--- config.mk ---
export PLATFORM = sky130hd
export DESIGN_NAME = bram_stream_reader_flat
export DESIGN_NICKNAME = d
export VERILOG_FILES = /design/src/rtl/bram_stream_reader_pkg.sv /design/src/rtl/bram_stream_reader_if.sv /design/src/rtl/bram_stream_reader_sync_fifo.sv /design/src/rtl/bram_stream_reader.sv /design/src/flat_wrapper.sv
export SDC_FILE = /design/constraint.sdc
export NUM_CORES = 1
export LEC_CHECK = 0
export ABC_AREA = 1
export BUFFER_PORTS_ARGS = -buffer_cell sky130_fd_sc_hd__clkbuf_2
export CORE_ASPECT_RATIO = 1.25
export CORE_UTILIZATION = 52
export CTS_CLUSTER_SIZE = 16
export DETAILED_ROUTE_END_ITERATION = 16
export PLACE_DENSITY = 0.86
export SLEW_MARGIN = 15
export SYNTH_ARGS = -nofsm -noshare
export SYNTH_HDL_FRONTEND = slang
export SYNTH_SLANG_ARGS = --single-unit
--- constraint.sdc ---
create_clock -name clk -period 3.1 [get_ports clk]
set_clock_uncertainty 0.2 [all_clocks]
set_input_delay 0.62 -clock clk [delete_from_list [all_inputs] [get_ports clk]]
set_output_delay 0.62 -clock clk [all_outputs]
set_load 0.05 [all_outputs]
--- src/rtl/bram_stream_reader_pkg.sv ---
// Shared definitions for the BRAM stream reader.
//   - BRAM data width and byte-lane count
//   - BRAM registered read latency (address edge to data valid)
//   - FSM state encoding
//   - inflight_count(): number of reads currently in the latency pipeline
package bram_stream_reader_pkg;

    localparam int BRAM_DATA_W     = 32;
    localparam int BRAM_LANES      = 4;
    localparam int BRAM_RD_LATENCY = 2;

    typedef enum logic [1:0] {
        ST_IDLE = 2'd0,
        ST_RUN  = 2'd1,
        ST_DONE = 2'd2
    } state_e;

    // Popcount of the in-flight valid shift register (0..BRAM_RD_LATENCY).
    function automatic logic [1:0] inflight_count(input logic [BRAM_RD_LATENCY-1:0] v);
        logic [1:0] n;
        n = '0;
        for (int i = 0; i < BRAM_RD_LATENCY; i++) begin
            n = n + {1'b0, v[i]};
        end
        return n;
    endfunction

endpackage

--- src/rtl/bram_stream_reader_if.sv ---
// Bus bundle between the stream reader, its BRAM port and its downstream consumer.
//   Stream : m_data, m_valid (reader -> consumer), m_ready (consumer -> reader)
//   BRAM   : BRAM_ADDR, BRAM_EN, BRAM_WE, BRAM_WRDATA, BRAM_RST (reader -> BRAM),
//            BRAM_RDDATA (BRAM -> reader)
// master = reader side, slave = the BRAM / consumer side.
interface bram_stream_reader_if #(
    parameter int BRAM_ADDR_WIDTH = 15
);
    import bram_stream_reader_pkg::*;

    logic [BRAM_DATA_W-1:0]     m_data;
    logic                       m_valid;
    logic                       m_ready;
    logic [BRAM_ADDR_WIDTH-1:0] BRAM_ADDR;
    logic                       BRAM_EN;
    logic [BRAM_LANES-1:0]      BRAM_WE;
    logic [BRAM_DATA_W-1:0]     BRAM_WRDATA;
    logic                       BRAM_RST;
    logic [BRAM_DATA_W-1:0]     BRAM_RDDATA;

    modport master (
        output m_data, m_valid, BRAM_ADDR, BRAM_EN, BRAM_WE, BRAM_WRDATA, BRAM_RST,
        input  m_ready, BRAM_RDDATA
    );

    modport slave (
        input  m_data, m_valid, BRAM_ADDR, BRAM_EN, BRAM_WE, BRAM_WRDATA, BRAM_RST,
        output m_ready, BRAM_RDDATA
    );

endinterface

--- src/rtl/bram_stream_reader_sync_fifo.sv ---
// Small first-word-fall-through FIFO.
//   clk, rstn        : clock, asynchronous active-low reset (flushes the FIFO)
//   push, wr_data    : write request and data
//   pop              : remove head entry (ignored when empty)
//   rd_data          : head entry, valid whenever !empty
//   full, empty      : occupancy flags
//   count            : number of stored entries (0..DEPTH)
// Push on a full FIFO is accepted only if a pop happens in the same cycle.
module bram_stream_reader_sync_fifo #(
    parameter int WIDTH = 32,
    parameter int DEPTH = 4
) (
    input  logic                       clk,
    input  logic                       rstn,
    input  logic                       push,
    input  logic [WIDTH-1:0]           wr_data,
    input  logic                       pop,
    output logic [WIDTH-1:0]           rd_data,
    output logic                       full,
    output logic                       empty,
    output logic [$clog2(DEPTH):0]     count
);
    localparam int PTR_W = $clog2(DEPTH);
    localparam int CNT_W = PTR_W + 1;

    logic [PTR_W-1:0]            wr_ptr_reg, rd_ptr_reg;
    logic [CNT_W-1:0]            count_reg;
    logic [DEPTH-1:0][WIDTH-1:0] slots;
    logic                        do_push, do_pop;

    assign empty   = (count_reg == '0);
    assign full    = (count_reg == CNT_W'(DEPTH));
    assign do_pop  = pop && !empty;
    assign do_push = push && (!full || do_pop);
    assign count   = count_reg;
    assign rd_data = slots[rd_ptr_reg];

    // Storage carries no reset: contents are only visible through count.
    genvar gi;
    generate
        for (gi = 0; gi < DEPTH; gi++) begin : g_entry
            logic [WIDTH-1:0] entry_reg;
            always_ff @(posedge clk) begin
                if (do_push && (wr_ptr_reg == PTR_W'(gi))) begin
                    entry_reg <= wr_data;
                end
            end
            assign slots[gi] = entry_reg;
        end
    endgenerate

    always_ff @(posedge clk or negedge rstn) begin
        if (!rstn) begin
            wr_ptr_reg <= '0;
            rd_ptr_reg <= '0;
            count_reg  <= '0;
        end else begin
            if (do_push) wr_ptr_reg <= wr_ptr_reg + PTR_W'(1);
            if (do_pop)  rd_ptr_reg <= rd_ptr_reg + PTR_W'(1);
            case ({do_push, do_pop})
                2'b10:   count_reg <= count_reg + CNT_W'(1);
                2'b01:   count_reg <= count_reg - CNT_W'(1);
                default: count_reg <= count_reg;
            endcase
        end
    end

endmodule

--- src/rtl/bram_stream_reader.sv ---
// Read-side master for a 32-bit byte-addressed BRAM with a 2-cycle read.
// A start pulse fetches len consecutive words from base_addr (low two bits
// dropped) and streams them in order through a FWFT FIFO.
//   clk, rstn          : clock (also drives BRAM_CLK), async active-low reset
//   start, base_addr   : request pulse and byte base address (sampled in IDLE)
//   len                : number of words; 0 completes immediately
//   busy               : high in RUN and DONE
//   done               : one-cycle pulse after the last word is accepted
//   bus (master)       : stream (m_data/m_valid/m_ready) and BRAM port
module bram_stream_reader
    import bram_stream_reader_pkg::*;
#(
    parameter int BRAM_ADDR_WIDTH = 15,
    parameter int LEN_WIDTH       = 13,
    parameter int FIFO_DEPTH      = 4
) (
    input  logic                       clk,
    input  logic                       rstn,
    input  logic                       start,
    input  logic [BRAM_ADDR_WIDTH-1:0] base_addr,
    input  logic [LEN_WIDTH-1:0]       len,
    output logic                       busy,
    output logic                       done,
    bram_stream_reader_if.master       bus
);
    localparam int CNT_W = $clog2(FIFO_DEPTH) + 1;

    state_e                       state_reg, state_next;
    logic [BRAM_ADDR_WIDTH-1:0]   base_reg, addr_reg, issue_addr;
    logic [LEN_WIDTH-1:0]         len_reg, issued_reg, accepted_reg;
    logic [BRAM_RD_LATENCY-1:0]   vld_reg;
    logic [CNT_W-1:0]             fifo_count;
    logic [CNT_W:0]               credit_used;
    logic [BRAM_DATA_W-1:0]       fifo_rd_data;
    logic                         fifo_empty, unused_fifo_full;
    logic                         fifo_push, pop, issue, launch;

    assign launch      = (state_reg == ST_IDLE) && start && (len != '0);
    assign pop         = bus.m_valid && bus.m_ready;
    assign fifo_push   = vld_reg[BRAM_RD_LATENCY-1];
    assign issue_addr  = base_reg + BRAM_ADDR_WIDTH'({issued_reg, 2'b00});

    // Reads already in the pipeline reserve a FIFO slot, so the FIFO can
    // never be written while full no matter how long m_ready stays low.
    assign credit_used = {1'b0, fifo_count} + (CNT_W+1)'(inflight_count(vld_reg));
    assign issue       = (state_reg == ST_RUN) && (issued_reg < len_reg)
                         && (credit_used < (CNT_W+1)'(FIFO_DEPTH));

    // State register
    always_ff @(posedge clk or negedge rstn) begin
        if (!rstn) state_reg <= ST_IDLE;
        else       state_reg <= state_next;
    end

    // Next-state logic; completion counts the handshake of the current cycle
    // so done follows the final transfer by exactly one cycle.
    always_comb begin
        state_next = state_reg;
        case (state_reg)
            ST_IDLE: if (start) state_next = (len != '0) ? ST_RUN : ST_DONE;
            ST_RUN:  if ((accepted_reg + LEN_WIDTH'(pop)) == len_reg) state_next = ST_DONE;
            ST_DONE: state_next = ST_IDLE;
            default: state_next = ST_IDLE;
        endcase
    end

    // Outputs. EN stays up for all of RUN so the BRAM output register keeps
    // capturing while the last reads drain.
    always_comb begin
        busy        = (state_reg != ST_IDLE);
        done        = (state_reg == ST_DONE);
        bus.BRAM_EN = (state_reg == ST_RUN);
    end

    // Address shows the new word when issuing and otherwise holds the last one.
    assign bus.BRAM_ADDR   = issue ? issue_addr : addr_reg;
    assign bus.BRAM_WE     = '0;
    assign bus.BRAM_WRDATA = '0;
    assign bus.BRAM_RST    = 1'b0;

    // Transfer counters and read-latency tracking
    always_ff @(posedge clk or negedge rstn) begin
        if (!rstn) begin
            base_reg     <= '0;
            addr_reg     <= '0;
            len_reg      <= '0;
            issued_reg   <= '0;
            accepted_reg <= '0;
            vld_reg      <= '0;
        end else if (launch) begin
            base_reg     <= base_addr & ~BRAM_ADDR_WIDTH'(3);
            len_reg      <= len;
            issued_reg   <= '0;
            accepted_reg <= '0;
            vld_reg      <= '0;
        end else begin
            if (issue) begin
                issued_reg <= issued_reg + LEN_WIDTH'(1);
                addr_reg   <= issue_addr;
            end
            if (pop) accepted_reg <= accepted_reg + LEN_WIDTH'(1);
            vld_reg <= {vld_reg[BRAM_RD_LATENCY-2:0], issue};
        end
    end

    bram_stream_reader_sync_fifo #(
        .WIDTH (BRAM_DATA_W),
        .DEPTH (FIFO_DEPTH)
    ) u_fifo (
        .clk     (clk),
        .rstn    (rstn),
        .push    (fifo_push),
        .wr_data (bus.BRAM_RDDATA),
        .pop     (pop),
        .rd_data (fifo_rd_data),
        .full    (unused_fifo_full),
        .empty   (fifo_empty),
        .count   (fifo_count)
    );

    assign bus.m_valid = !fifo_empty;
    assign bus.m_data  = fifo_rd_data;

endmodule
--- src/flat_wrapper.sv ---
// flat-port wrapper written by rule: the top's interface ports become plain ports
module bram_stream_reader_flat import bram_stream_reader_pkg::*;
#(
    parameter int BRAM_ADDR_WIDTH = 15,
    parameter int LEN_WIDTH       = 13,
    parameter int FIFO_DEPTH      = 4
)
  (clk, rstn, start, base_addr, len, busy, done, bus_m_data, bus_m_valid, bus_BRAM_ADDR, bus_BRAM_EN, bus_BRAM_WE, bus_BRAM_WRDATA, bus_BRAM_RST, bus_m_ready, bus_BRAM_RDDATA);
  bram_stream_reader_if #(.BRAM_ADDR_WIDTH(BRAM_ADDR_WIDTH)) bus_i ();
  input  logic clk;
  input  logic rstn;
  input  logic start;
  input  logic [BRAM_ADDR_WIDTH-1:0] base_addr;
  input  logic [LEN_WIDTH-1:0] len;
  output logic busy;
  output logic done;
  output wire logic [$bits(bus_i.m_data)-1:0] bus_m_data;
  output wire logic [$bits(bus_i.m_valid)-1:0] bus_m_valid;
  output wire logic [$bits(bus_i.BRAM_ADDR)-1:0] bus_BRAM_ADDR;
  output wire logic [$bits(bus_i.BRAM_EN)-1:0] bus_BRAM_EN;
  output wire logic [$bits(bus_i.BRAM_WE)-1:0] bus_BRAM_WE;
  output wire logic [$bits(bus_i.BRAM_WRDATA)-1:0] bus_BRAM_WRDATA;
  output wire logic [$bits(bus_i.BRAM_RST)-1:0] bus_BRAM_RST;
  input wire logic [$bits(bus_i.m_ready)-1:0] bus_m_ready;
  input wire logic [$bits(bus_i.BRAM_RDDATA)-1:0] bus_BRAM_RDDATA;
  assign bus_m_data = bus_i.m_data;
  assign bus_m_valid = bus_i.m_valid;
  assign bus_BRAM_ADDR = bus_i.BRAM_ADDR;
  assign bus_BRAM_EN = bus_i.BRAM_EN;
  assign bus_BRAM_WE = bus_i.BRAM_WE;
  assign bus_BRAM_WRDATA = bus_i.BRAM_WRDATA;
  assign bus_BRAM_RST = bus_i.BRAM_RST;
  assign bus_i.m_ready = bus_m_ready;
  assign bus_i.BRAM_RDDATA = bus_BRAM_RDDATA;
  bram_stream_reader #(.BRAM_ADDR_WIDTH(BRAM_ADDR_WIDTH), .LEN_WIDTH(LEN_WIDTH), .FIFO_DEPTH(FIFO_DEPTH)) u_core (.clk(clk), .rstn(rstn), .start(start), .base_addr(base_addr), .len(len), .busy(busy), .done(done), .bus(bus_i));
endmodule
# Yosys cells after proc, flatten, opt, wreduce, memory -nomap -nowiden
# Index checks and enable logic that the tools add are counted.
word_totals:
  memories: 0
  output_inout_bits: 88
  regBits: 206
  ramBits: 0
  elab_cells: 74
  rom_bits: 0
  latch_bits: 0
  inputBits: 64
op_classes:
  n_addsub: 10
  n_bitwise: 0
  n_mul: 0
  n_reduce_logical: 23
  muxes: 13
  order_cmp: 3
  div_mod_pow: 0
  eq_ne: 11
  shifts: 0
op_table:
  columns: ["cell", "count"]
  rows:
  - ["$bmux 32 s2", 1]
  - ["$mux 13", 4]
  - ["$mux 32", 1]
  - ["$add 13x1->13 const B", 2]
  - ["$add 15x15->15", 1]
  - ["$mux 15", 1]
  - ["$add 13x1->13", 1]
  - ["$eq 13x13->1", 1]
  - ["$lt 13x13->1", 1]
  - ["$reduce_bool 13->1", 1]
  - ["$logic_and 1x1->1", 11]
  - ["$eq 2x2->1 const B", 4]
  - ["$mux 2", 4]
  - ["$reduce_bool 2->1", 4]
  - ["$eq 2x1->1 const B", 3]
  - ["$pmux 3 s2", 1]
  - ["$add 2x1->2 const B", 2]
  - ["$add 3x2->4", 1]
  - ["$logic_not 2->1", 2]
  - ["$lt 4x3->1 const B", 1]
  - ["$pmux 2 s2", 1]
  - ["$add 3x1->3 const B", 1]
  - ["$eq 3x3->1 const B", 1]
  - ["$logic_not 3->1", 1]
  - ["other kinds (8)", 9]

# Longest topological paths before layout
# Gate-level depths: netlist (run 1).
logic_depth:
  ltp_word: 8
  depth_mapped: 16
  ltp_nobuf: 16

# By module
# Synthesis (run 1) repeated with hierarchy kept, for this count alone.
hier_totals:
  hier_cells: 1015
  area_unflattened_um2: 10025.9
by_module_without_submodules:
  columns: ["module", "cells_each", "seq_area_each_um2", "area_each_um2", "instances"]
  rows:
  - ["bram_stream_reader_sync_fifo", 365, 4018.9, 5185.0, 1]
  - ["bram_stream_reader", 650, 1776.7, 4840.9, 1]

# Worst setup path before layout (run 1)
# OpenSTA, ideal clock, no wires.
synth_path:
  path_type: "register -> output"
  start: "reg u_core.issued_reg[0]"
  end: "out bus_BRAM_ADDR[8]"
  t_arrival_ps: 2594
  path_buffers: 0
  required_time_ps: 2280
  path_stages_with_launch: 9
  slack_ps: -314
  cell_sequence: "dfrtp_1 ha_1 inv_1 fa_1 o21ai_1 nand2_1 nand2_1 xnor2_1 o21ai_0"
synth_via:
  elab_chain_len: 4
  elab_cells_between_ends: 5
  cone_classes: "add/sub: 1; order compare: 1; mux: 1; reduce/logical: 2"
synth_rtl:
  columns: ["element", "line_no", "rtl"]
  rows:
  - ["start: declaration", "bram_stream_reader.sv:30", "logic [LEN_WIDTH-1:0] len_reg, issued_reg, accepted_reg;"]
  - ["start signal: assignment", "bram_stream_reader.sv:98", "issued_reg <= issued_reg + LEN_WIDTH'(1);"]
  - ["$lt 13x13->1", "bram_stream_reader.sv:46", "assign issue = (state_reg == ST_RUN) && (issued_reg < len_reg)"]
  - ["$logic_and 1x1->1", "bram_stream_reader.sv:46", null]
  - ["$logic_and 1x1->1", "bram_stream_reader.sv:47", "&& (credit_used < (CNT_W+1)'(FIFO_DEPTH));"]
  - ["$mux 15 *", "bram_stream_reader.sv:76", "assign bus.BRAM_ADDR = issue ? issue_addr : addr_reg;"]
  - ["end: declaration", "flat_wrapper.sv:19", "output wire logic [$bits(bus_i.BRAM_ADDR)-1:0] bus_BRAM_ADDR;"]
# Mark *: on every way between the ends. The rest lies on a longest branch, timed or not.

# Worst setup path after layout (run 1)
layout_path:
  start: "reg u_core.issued_reg[10]"
  end: "out bus_BRAM_ADDR[12]"
# The elaborated chain is that of the path after synthesis.

==> results of run 1 <==
-- worst register-to-register path: stages (launching register included) --
cell	delay, ns
dfrtp_2	0.47
ha_1	0.35
nand4_1	0.12
o21ai_0	0.11
nor2_2	0.22
nand2_8	0.15
buf_4	0.18
clkbuf_16	0.15
buf_4	0.15
buf_4	0.17
nand3_1	0.12
nand2_1	0.08
-- routing by layer --
layer,GRT usage,vias to the layer above,wire (um)
met2,0.442,340,12900
met3,0.0347,63,1570
li1,-,3698,-
met4,0.0912,0,843
met1,0.271,3735,9230
met5,0,-,0
-- power groups by stage --
stage / Combinational [W] / Clock [W] / Sequential (W)
floorplan: 0.00406 / 0 / 0.00372
global route: 0.00715 / 0.00250 / 0.00384
CTS: 0.00620 / 0.00239 / 0.00376
detailed placement: 0.00561 / 0 / 0.00378
finish: 0.00672 / 0.00235 / 0.00379
global placement: 0.00546 / 0 / 0.00376
-- cells in the mapped netlist, types with 2 or more instances --
master | n | area (um2)
edfxtp_1 | 128 | 3840
inv_1 | 90 | 338
nand3b_1 | 2 | 15.0
ha_1 | 33 | 413
a21oi_1 | 24 | 120
o21ai_1 | 5 | 25.0
o21ai_0 | 111 | 556
nand2_2 | 3 | 18.8
xor2_1 | 19 | 166
buf_2 | 14 | 70.1
nor2_1 | 113 | 424
dfrtp_1 | 78 | 1950
buf_4 | 40 | 300
o22ai_1 | 32 | 200
fa_1 | 2 | 40.0
nand2_1 | 208 | 781
xnor2_1 | 13 | 114
nand3_1 | 57 | 285
clkbuf_1 | 20 | 75.1
nor2_2 | 5 | 31.3
nor3_1 | 9 | 45.0
a31oi_1 | 4 | 25.0
nand4_1 | 9 | 56.3
-- cells by family after synthesis --
logic type               after synthesis
AND/OR/NAND/NOR                      412
flip-flops                           206
AO/OA/AOI/OAI                        178
buffers and inverters                165
adder cells (fa/ha/maj)               35
XOR/XNOR                              32
other                                  1
-- stage by stage --
stage               utilization  total power [W]
floorplan                     -          0.00778
global placement          0.584          0.00922
detailed placement        0.584          0.00939
CTS                       0.643           0.0124
global route              0.662           0.0135
finish                    0.662           0.0129
-- layout make-up --
type,instances,area share
Sequential cell,206,0.467
Multi-Input combinational cell,694,0.322
Timing Repair Buffer,169,0.108
Clock buffer,25,0.0435
Inverter,91,0.0286
Tap cell,232,0.0234
Clock inverter,12,0.00715
-- how the worst min path moves through the flow --
stage	cells past startpoint	slack, ns	start	endpoint
6_report	3	0.11	base_addr[7]	u_core.base_reg[7]
5_1_grt	3	0.11	base_addr[7]	u_core.base_reg[7]
3_5_place_dp	2	0.26	u_core.addr_reg[10]	u_core.addr_reg[10]
2_1_floorplan	0	0.12	rstn	u_core.accepted_reg[0]
3_3_place_gp	2	0.26	u_core.addr_reg[6]	u_core.addr_reg[6]
4_1_cts	3	0.09	base_addr[7]	u_core.base_reg[7]
-- what timing repair did --
action | CTS | global route
gates resized for setup | 87 | 59
hold buffers | 1 | 0
endpoints found under the setup margin | 20 | 15
cloned | 2 | 1
endpoints found under the hold margin | 49 | 0
pin swaps | 8 | 28
buffers inserted | 9 | 20
==> summary.md, run 1 <==
| Metric | Value |
|---|---|
| Outcome | complete, but fails checks |
| Failing checks | negative setup slack |
| Worst skew pair latency | around 0.50 ns |
| Multi-input gate area | approximately 0.0040 mm2 |
| Core footprint | ~0.019 mm2 |
| Clock transition at the registers of the reported paths | 0.07 ns |
| Non-Filler Instances | 1429 |
| Worst path required time | ~2.3 ns |
| Sequential-to-total area share from yosys stat | 0.580 |
| Antenna-violating nets left | 0 |
| Vias | about 7800 |
| Final setup TNS | -1.52 ns |
| Switching pwr | 0.00587 W |
| Synth Area per Inst | approximately 10 um2 |
| Yosys warns | 0 |
| Post-synthesis register bit count | approximately 210 |
| Post-synth ARST share | 0.379 |
| Clk buf depth | 3 |
| Worst setup slack after layout | -0.156 ns |
| Setup crit end | bus_BRAM_ADDR[12] |
| CTS root buffer | clkbuf_16 |
| Crit start category | flip-flop |
| Die width | 126 um |
| Seq. cell area | 0.00580 mm2 |
| CP top delay family | simple AND/OR/NAND/NOR gates |
| Fmax achieved | about 310 MHz |
| Max reg flops | 128 |
| Antenna violations before repair | 0 |
| Pleak | ~5.4 nW |
| Sw frac | 0.457 |
| Setup crit end kind | output pin |
| Nets@finish | between 1000 and 1500 |
| Routed len/inst | between 15 and 20 um |
| Peak supply drop | approximately 1100 uV |
| Num CTS Buffers | 21 |
| Ratio of cells with drive above 1 in the final layout | 0.251 |
| Number of global-route vias before repair | about 7600 |
| Netlist cell types | 33 |
| Total GRT Usage | 0.236 |
| Least-Margin Pin Slew | ~1.0 ns |
| Worst r2r src | u_core.issued_reg[10] |
| WP buf/inv | 2 |
| Final hold vios | 0 |
| Gate power share | 0.522 |
| Fillers | 1343 |
| R2R setup slack | ~0.52 ns |
| PD cells | a little over 1000 mW/mm2 |
| Initial core utilization | 0.532 |
| Final hold slack | approximately 0.11 ns |
| RSZ-0062 raised after global routing | true |
| Pre-Repair DR Iteration Count | 5 |
| DRT Wirelength | 24600 um |
| Pre-CTS setup slack | 0.0618 ns |
| Reg power frac | 0.295 |
| Commonest non-fill, non-tap cells in the layout | nand2_1, edfxtp_1, nor2_1, o21ai_0, clkbuf_2 |
| Post-synthesis mux area share | 0 |
| Port Buffers | between 100 and 150 |
| Cell row count | 56 |
| Number of enable flip-flop cells after synthesis | between 100 and 150 |
| HP Class | input port to flip-flop |
| Post-Syn Instances | roughly 1000 |
| CTS tree | yes |
| Finished Cell Area | around 0.012 mm2 |
| Crit-path max cell delay | between 0.4 and 0.5 ns |
| Synth Area in Compound Gates | 0.0950 |
| Crit path time final | ~3.3 ns |
| Io pins | about 150 |
| Post-DP HPWL | between 15000 and 20000 um |
| DRC violations left | 0 |
| Global-route wire length before repair | approximately 37000 um |
| Chip Height | 157 um |
| Crit-path cells | ha_1 -> nand4_1 -> o21ai_0 -> nor2_2 -> nand2_8 -> buf_12 -> nand2_1 -> nand2_2 -> buf_8 |
| Total die area | slightly below 0.02 mm2 |
| Critical path origin | u_core.issued_reg[10] |
| Largest family of logic cells by synthesized area | simple AND/OR/NAND/NOR gates |
| GP Congestion | 0.951 |
| Fin crit share | 1.05 |
| # diodes | 0 |
| Slowest CP cell | dfrtp_2 |
| RR Endpoint | u_core.issued_reg[1] |
| Setup violations, final | 13 |
| Drt first-iter violations | approximately 670 |
| Post-Place Cells | approximately 1400 |
| Crit path depth | 9 |
| WS Path Type | flip-flop to output pin |
| Crit path max fanout | 7 |
| Slew headroom | 0.309 |
| P&R area growth vs syn | 24.4% |
| Final Max Slew Viols | 0 |
| Most common cell after layout, fill and taps aside | nand2_1 |
| Clock sinks | a little over 200 |
| Primary FF master, synth | edfxtp_1 |
| Via density | ~5.5 |
| Largest net degree at the start of global routing | 66 |
| Simple-gate share of the synthesized area | 0.173 |
| Pint | 0.00699 W |
| Clock share of power | 0.183 |
| Reg2Reg Depth | 11 |
| Syn Std Cell Area | approximately 0.010 mm2 |
| Dpl cell area | about 0.011 mm2 |
| Worst EP arrival | about 2.4 ns |
| Synth Area in Adders | 0.0453 |
| Max Cap Viol | 0 |
| H-Tree Depth | 1 |
| Xor/xnor share of the synthesized area | 0.0280 |
| Global route overflow | 0 |
(Power assumes the default switching activity.)
==> run 2, diff against run 1 <==
==> constraint.sdc (replaced) <==
create_clock -name clk -period 3.1 [get_ports clk]
set_clock_uncertainty 0.2 [all_clocks]
set_input_delay 0.465 -clock clk [delete_from_list [all_inputs] [get_ports clk]]
set_output_delay 0.465 -clock clk [all_outputs]
set_load 0.05 [all_outputs]
==> run 2 against run 1 <==
The run still ends with negative setup slack left. Power grew 0.74%. Routed wire length grew 2.2%. Non-clock buffer count grew 37. Critical path depth is the same. Clock power grew 5%. Design area grew 2.9%. Critical endpoint unchanged. Largest cell class unchanged.
==> summary.md, run 2 (synthesis gave the netlist of run 1 again) <==
| Metric | Value |
|---|---|
| Clk buf depth | 3 (unchanged) |
| Vias | 7994 (was 7836) |
| WS Path Type | flip-flop to output pin (unchanged) |
| Final Max Slew Viols | 0 (unchanged) |
| Port Buffers | 112 (unchanged) |
| Dpl cell area | 0.0109 mm2 (was 0.0110 mm2) |
| Outcome | complete, but fails checks (unchanged) |
| Antenna violations before repair | 0 (unchanged) |
| Fillers | 1292 (was 1343) |
| Peak supply drop | 818 uV (was 1090 uV) |
| Pre-Repair DR Iteration Count | 5 (unchanged) |
| Ratio of cells with drive above 1 in the final layout | 0.230 (was 0.251) |
| R2R setup slack | 0.59 ns (was 0.52 ns) |
| WP buf/inv | 1 (was 2) |
| Initial core utilization | 0.532 (unchanged) |
| CTS tree | yes (unchanged) |
| Core footprint | 0.0188 mm2 (unchanged) |
| Worst setup slack after layout | -0.0671 ns (was -0.156 ns) |
| Fmax achieved | 316 MHz (was 307 MHz) |
| Crit-path max cell delay | 0.44 ns (was 0.47 ns) |
| P&R area growth vs syn | 28.0% (was 24.4%) |
| Pleak | 5.55 nW (was 5.38 nW) |
| Reg2Reg Depth | 10 (was 11) |
| Total GRT Usage | 0.243 (was 0.236) |
| Nets@finish | 1319 (was 1282) |
| Cell row count | 56 (unchanged) |
| CP top delay family | simple AND/OR/NAND/NOR gates (unchanged) |
| Max reg flops | 128 (unchanged) |
| Worst r2r src | u_core.u_fifo.count[0] (was u_core.issued_reg[10]) |
| RSZ-0062 raised after global routing | true (unchanged) |
| Crit start category | flip-flop (unchanged) |
| Num CTS Buffers | 21 (unchanged) |
| Clock transition at the registers of the reported paths | 0.07 ns (about the same) |
| Via density | 5.46 (was 5.48) |
| Crit-path cells | ha_1 -> a21oi_2 -> nor2_1 -> nor2_1 -> nand2_2 -> xor2_1 -> nand2_1 -> nand2_2 -> buf_8 (was ha_1 -> nand4_1 -> o21ai_0 -> nor2_2 -> nand2_8 -> buf_12 -> nand2_1 -> nand2_2 -> buf_8) |
| Largest net degree at the start of global routing | 66 (unchanged) |
| Slew headroom | 0.331 (was 0.309) |
| Finished Cell Area | 0.0128 mm2 (was 0.0124 mm2) |
| Clock sinks | 206 (unchanged) |
| Total die area | 0.0198 mm2 (unchanged) |
| Crit path depth | 9 (unchanged) |
| Failing checks | negative setup slack (unchanged) |
| Worst skew pair latency | 0.50 ns (about the same) |
| DRC violations left | 0 (unchanged) |
| Multi-input gate area | 0.00400 mm2 (was 0.00401 mm2) |
| Setup violations, final | 8 (was 13) |
| Critical path origin | u_core.issued_reg[7] (was u_core.issued_reg[10]) |
| DRT Wirelength | 25100 um (was 24600 um) |
| Max Cap Viol | 0 (unchanged) |
| HP Class | input port to flip-flop (unchanged) |
| H-Tree Depth | 1 (unchanged) |
| Die width | 126 um (unchanged) |
| RR Endpoint | u_core.issued_reg[0] (was u_core.issued_reg[1]) |
| Seq. cell area | 0.00580 mm2 (about the same) |
| Commonest non-fill, non-tap cells in the layout | nand2_1, edfxtp_1, nor2_1, o21ai_0, clkbuf_2 (unchanged) |
| Slowest CP cell | dfrtp_1 (was dfrtp_2) |
| CTS root buffer | clkbuf_16 (unchanged) |
| Crit path max fanout | 6 (was 7) |
| PD cells | 1010 mW/mm2 (was 1030 mW/mm2) |
| Worst path required time | 2.43 ns (was 2.28 ns) |
| GP Congestion | 0.932 (was 0.951) |
| Post-layout util | 0.681 (was 0.662) |
| Setup crit end kind | output pin (unchanged) |
| Worst EP arrival | 2.50 ns (was 2.44 ns) |
| Most common cell after layout, fill and taps aside | nand2_1 (unchanged) |
| Number of global-route vias before repair | 7876 (was 7602) |
| Final setup TNS | -0.170 ns (was -1.52 ns) |
| Post-DP HPWL | 14800 um (was 15200 um) |
| Io pins | 152 (unchanged) |
| Global-route wire length before repair | 37900 um (was 37100 um) |
| Chip Height | 157 um (unchanged) |
| Antenna-violating nets left | 0 (unchanged) |
| # diodes | 0 (unchanged) |
| Fin crit share | 1.02 (was 1.05) |
| Crit path time final | 3.17 ns (was 3.26 ns) |
| Final hold vios | 0 (unchanged) |
| Setup crit end | bus_BRAM_ADDR[12] (unchanged) |
| Global route overflow | 0 (unchanged) |
| Least-Margin Pin Slew | 1.00 ns (was 1.04 ns) |
| Drt first-iter violations | 565 (was 668) |
| Routed len/inst | 17.1 um (was 17.2 um) |
[run 2: what timing repair did]
action / CTS / global route
buffers inserted: 5 / 13
hold buffers: 46 / 0
pin swaps: 6 / 31
hold endpoints to repair: 170 / 0
gates cloned: 2 / 1
endpoints found under the setup margin: 15 / 15
gates resized for setup: 70 / 64
[run 2: power breakdown]
group | total, W | switching [W] | internal (W) | leakage [nW]
Clock | 0.00246 | 0.00105 | 0.00141 | 0.311
Sequential | 0.00383 | 0.000378 | 0.00345 | 2.16
Combinational | 0.00666 | 0.00447 | 0.00219 | 3.07
[run 2: worst reg2reg max path: cells and delay by family (launching register included)]
| family | cells | cell delay (ns) |
|---|---|---|
| AND/OR/NAND/NOR | 3 | 0.45 |
| buffers and inverters | 3 | 0.57 |
| flip-flops | 1 | 0.43 |
| AO/OA/AOI/OAI | 3 | 0.41 |
| adder cells (fa/ha/maj) | 1 | 0.32 |
[run 2: routing by layer]
| layer | up-vias | GRT usage | part of all wire |
|---|---|---|---|
| li1 | 3777 | - | - |
| met1 | 3789 | 0.271 | 0.37 |
| met2 | 341 | 0.454 | 0.52 |
| met3 | 87 | 0.0398 | 0.062 |
| met4 | 0 | 0.107 | 0.041 |
| met5 | - | 0 | 0 |
[run 2: cell type report]
class,count,area share
timing repair buffer,206,0.132
multi-input combinational,694,0.312
tap,232,0.0227
sequential,206,0.453
inverter,91,0.0277
clock inverter,13,0.00988
clock buffer,23,0.0417
[run 2: worst min-delay path by stage]
stage / depth (start not counted) / end / start / slack [ns]
6_report: 3 / u_core.len_reg[7] / len[7] / 0.02
5_1_grt: 3 / u_core.len_reg[7] / len[7] / 0.03
4_1_cts: 1 / u_core.u_fifo.g_entry[1].entry_reg[11] / bus_BRAM_RDDATA[11] / 0.002
3_5_place_dp: 2 / u_core.addr_reg[2] / u_core.addr_reg[2] / 0.26
3_3_place_gp: 1 / u_core.len_reg[12] / rstn / 0.26
2_1_floorplan: 0 / u_core.accepted_reg[0] / rstn / -0.03
[run 2: metrics by stage]
step	std cells	total power [W]	worst slack (ns)	hold WS, ns
floorplan	1065	0.00777	-0.124	-0.0306
global placement	1362	0.00917	0.282	0.258
finish	1465	0.0130	-0.0671	0.0205
CTS	1451	0.0124	-0.0110	0.00211
global route	1465	0.0136	-0.171	0.0253
detailed placement	1362	0.00934	0.223	0.260
==> run 3, diff against run 2 <==
--- a/config.mk
+++ b/config.mk
@@ -8,10 +8,10 @@
 export ABC_AREA = 1
 export BUFFER_PORTS_ARGS = -buffer_cell sky130_fd_sc_hd__clkbuf_2
 export CORE_ASPECT_RATIO = 1.25
-export CORE_UTILIZATION = 52
+export CORE_UTILIZATION = 55
 export CTS_CLUSTER_SIZE = 16
 export DETAILED_ROUTE_END_ITERATION = 16
-export PLACE_DENSITY = 0.86
+export PLACE_DENSITY = 0.87
 export SLEW_MARGIN = 15
 export SYNTH_ARGS = -nofsm -noshare
 export SYNTH_HDL_FRONTEND = slang
==> constraint.sdc (replaced) <==
create_clock -name clk -period 3.5 [get_ports clk]
set_clock_uncertainty 0.2 [all_clocks]
set_input_delay 0.525 -clock clk [delete_from_list [all_inputs] [get_ports clk]]
set_output_delay 0.525 -clock clk [all_outputs]
set_load 0.05 [all_outputs]
==> run 3 against run 2 <==
The flow now finishes without violations. Sequential cell count is the same. Sequential share of layout area grew 5.3 points. Core utilization shrank 3.2 points. Combinational power shrank 28%. First-iteration DRC count grew 0.18%. Global-route usage shrank 1.4 points. Die area shrank 5.4%. Largest cell class unchanged.
==> summary.md, run 3 (synthesis gave the netlist of run 1 again) <==
| Metric | Value |
|---|---|
| Ratio of cells with drive above 1 in the final layout | 0.155 (was 0.230) |
| Slowest CP cell | fa_1 (was dfrtp_1) |
| Post-CTS Setup Bufs | 0 (was 5) |
| Port Buffers | 112 (unchanged) |
| Slew headroom | 0.329 (was 0.331) |
| P&R area growth vs syn | 14.5% (was 28.0%) |
| Final hold vios | 0 (unchanged) |
| CP top delay family | adder cells (was simple AND/OR/NAND/NOR gates) |
| Post-DP HPWL | 14200 um (was 14800 um) |
| CTS root buffer | clkbuf_16 (unchanged) |
| Nets@finish | 1240 (was 1319) |
| Vias | 7381 (was 7994) |
| # diodes | 0 (unchanged) |
| Pleak | 5.08 nW (was 5.55 nW) |
| Worst skew pair latency | 0.49 ns (was 0.50 ns) |
| Most common cell after layout, fill and taps aside | nand2_1 (unchanged) |
| Initial core utilization | 0.567 (was 0.532) |
| Fillers | 1396 (was 1292) |
| DRT Wirelength | 21300 um (was 25100 um) |
| Core footprint | 0.0176 mm2 (was 0.0188 mm2) |
| Peak supply drop | 662 uV (was 818 uV) |
| Multi-input gate area | 0.00356 mm2 (was 0.00400 mm2) |
| Max reg flops | 128 (unchanged) |
| Drt first-iter violations | 566 (was 565) |
| Non-Filler Instances | 1378 (was 1465) |
| Worst EP arrival | 2.61 ns (was 2.50 ns) |
| Outcome | complete, no violations (was complete, but fails checks) |
| PD cells | 903 mW/mm2 (was 1010 mW/mm2) |
| Commonest non-fill, non-tap cells in the layout | nand2_1, edfxtp_1, o21ai_0, nor2_1, clkbuf_2 (was nand2_1, edfxtp_1, nor2_1, o21ai_0, clkbuf_2) |
| Fin crit share | 0.953 |
| Clock sinks | 206 (unchanged) |
| Final Max Slew Viols | 0 (unchanged) |
| HP Class | input port to asynchronous set/reset pin (was input port to flip-flop) |
| Global route overflow | 0 (unchanged) |
| Antenna-violating nets left | 0 (unchanged) |
| Total die area | 0.0187 mm2 (was 0.0198 mm2) |
| Reg power frac | 0.323 (was 0.296) |
| R2R setup slack | 1.10 ns (was 0.59 ns) |
| Io pins | 152 (unchanged) |
| Pint | 0.00568 W (was 0.00706 W) |
| Die width | 123 um (was 126 um) |
| Via density | 5.36 (was 5.46) |
| Clk buf depth | 3 (unchanged) |
| Post-CTS sizing | 0 (was 70) |
| DRC violations left | 0 (unchanged) |
| Crit path time final | about 3.3 ns |
| Setup violations, final | 0 (was 8) |
| Switching pwr | 0.00465 W (was 0.00590 W) |
| Setup crit end kind | output pin (unchanged) |
| Crit-path cells | inv_1 -> fa_1 -> o21ai_2 -> nand2_1 -> nand2_1 -> nand2_1 -> nand2_1 -> nor2_1 -> o21ai_0 -> nand2_1 -> clkbuf_2 (was ha_1 -> a21oi_2 -> nor2_1 -> nor2_1 -> nand2_2 -> xor2_1 -> nand2_1 -> nand2_2 -> buf_8) |
| Total GRT Usage | 0.228 (was 0.243) |
| WS Path Type | flip-flop to output pin (unchanged) |
| GP Congestion | 0.978 (was 0.932) |
| Finished Cell Area | 0.0114 mm2 (was 0.0128 mm2) |
| Max Cap Viol | 0 (unchanged) |
| Routed len/inst | 15.5 um (was 17.1 um) |
| Crit-path max cell delay | 0.47 ns (was 0.44 ns) |
| WP buf/inv | 2 (was 1) |
| Worst path required time | 2.77 ns (was 2.43 ns) |
| Gate power share | 0.463 (was 0.514) |
| Least-Margin Pin Slew | 1.01 ns (was 1.00 ns) |
| CP most frequent cell | nand2_1 |
| Antenna violations before repair | 0 (unchanged) |
| Chip Height | 153 um (was 157 um) |
| Dpl cell area | 0.0107 mm2 (was 0.0109 mm2) |
| Number of global-route vias before repair | 7114 (was 7876) |
| Cell row count | 54 (was 56) |
| Post-layout util | 0.649 (was 0.681) |
| Pre-Repair DR Iteration Count | 5 (unchanged) |
| Num CTS Buffers | 21 (unchanged) |
| Seq. cell area | 0.00580 mm2 (about the same) |
| Crit path max fanout | 6 (unchanged) |
| Clock share of power | 0.215 (was 0.190) |
| Post-Place Cells | 1341 (was 1362) |
| H-Tree Depth | 1 (unchanged) |
| Largest net degree at the start of global routing | 79 (was 66) |
| CTS tree | yes (unchanged) |
| Fmax achieved | 300 MHz |
| Hold Buf Count CTS | 0 (was 46) |
| Sw frac | 0.450 (was 0.455) |
| Clock transition at the registers of the reported paths | 0.06 ns (was 0.07 ns) |
| Crit start category | flip-flop (unchanged) |
| Global-route wire length before repair | 34100 um (was 37900 um) |
## run 3: worst paths after layout
path,from,to,cells after the start
min in group clk,base_addr[12],u_core.base_reg[12],3
max reg2reg,u_core.u_fifo.count[2],u_core.state_reg[0],13
max in group asynchronous,rstn,u_core.issued_reg[1],1
min reg2reg,u_core.addr_reg[9],u_core.addr_reg[9],2
min,rstn,u_core.state_reg[1],1
max,u_core.issued_reg[1],bus_BRAM_ADDR[10],11
## run 3: area by class of cell
type	count	area share
sequential	206	0.507
multi-input combinational	694	0.311
inverter	91	0.0303
tap	224	0.0245
clock inverter	11	0.0118
clock buffer	25	0.0472
timing repair buffer	127	0.0680
## run 3: power by group through the flow
stage,Combinational [W],Sequential (W),Clock (W)
final,0.00478,0.00334,0.00222
after global routing,0.00523,0.00338,0.00235
after CTS,0.00471,0.00333,0.00227
after detailed placement,0.00469,0.00337,0
after global placement,0.00457,0.00335,0
after floorplan,0.00359,0.00330,0
## run 3: through the flow
stage	TNS [ns]	hold WS, ns	total power (W)	setup WS, ns
6_report	0	0.000125	0.0103	0.164
5_1_grt	-0.0129	0.0294	0.0110	-0.00697
4_1_cts	0	0.0104	0.0103	0.0314
3_5_place_dp	0	0.262	0.00806	0.557
3_3_place_gp	0	0.257	0.00793	0.596
2_1_floorplan	0	0.0294	0.00688	0.181
## run 3: layer usage
| layer | vias up | part of all wire | GRT usage |
|---|---|---|---|
| li1 | 3620 | - | - |
| met1 | 3456 | 0.38 | 0.271 |
| met2 | 249 | 0.52 | 0.411 |
| met3 | 56 | 0.063 | 0.0292 |
| met4 | 0 | 0.033 | 0.0929 |
| met5 | - | 0 | 0 |
## run 3: worst register-to-register path: cells and delay by family, from the launching register on
kind / cells / cell delay (ns)
buffers and inverters: 2 / 0.21
flip-flops: 1 / 0.40
AO/OA/AOI/OAI: 3 / 0.35
AND/OR/NAND/NOR: 6 / 0.68
adder cells (fa/ha/maj): 2 / 0.45
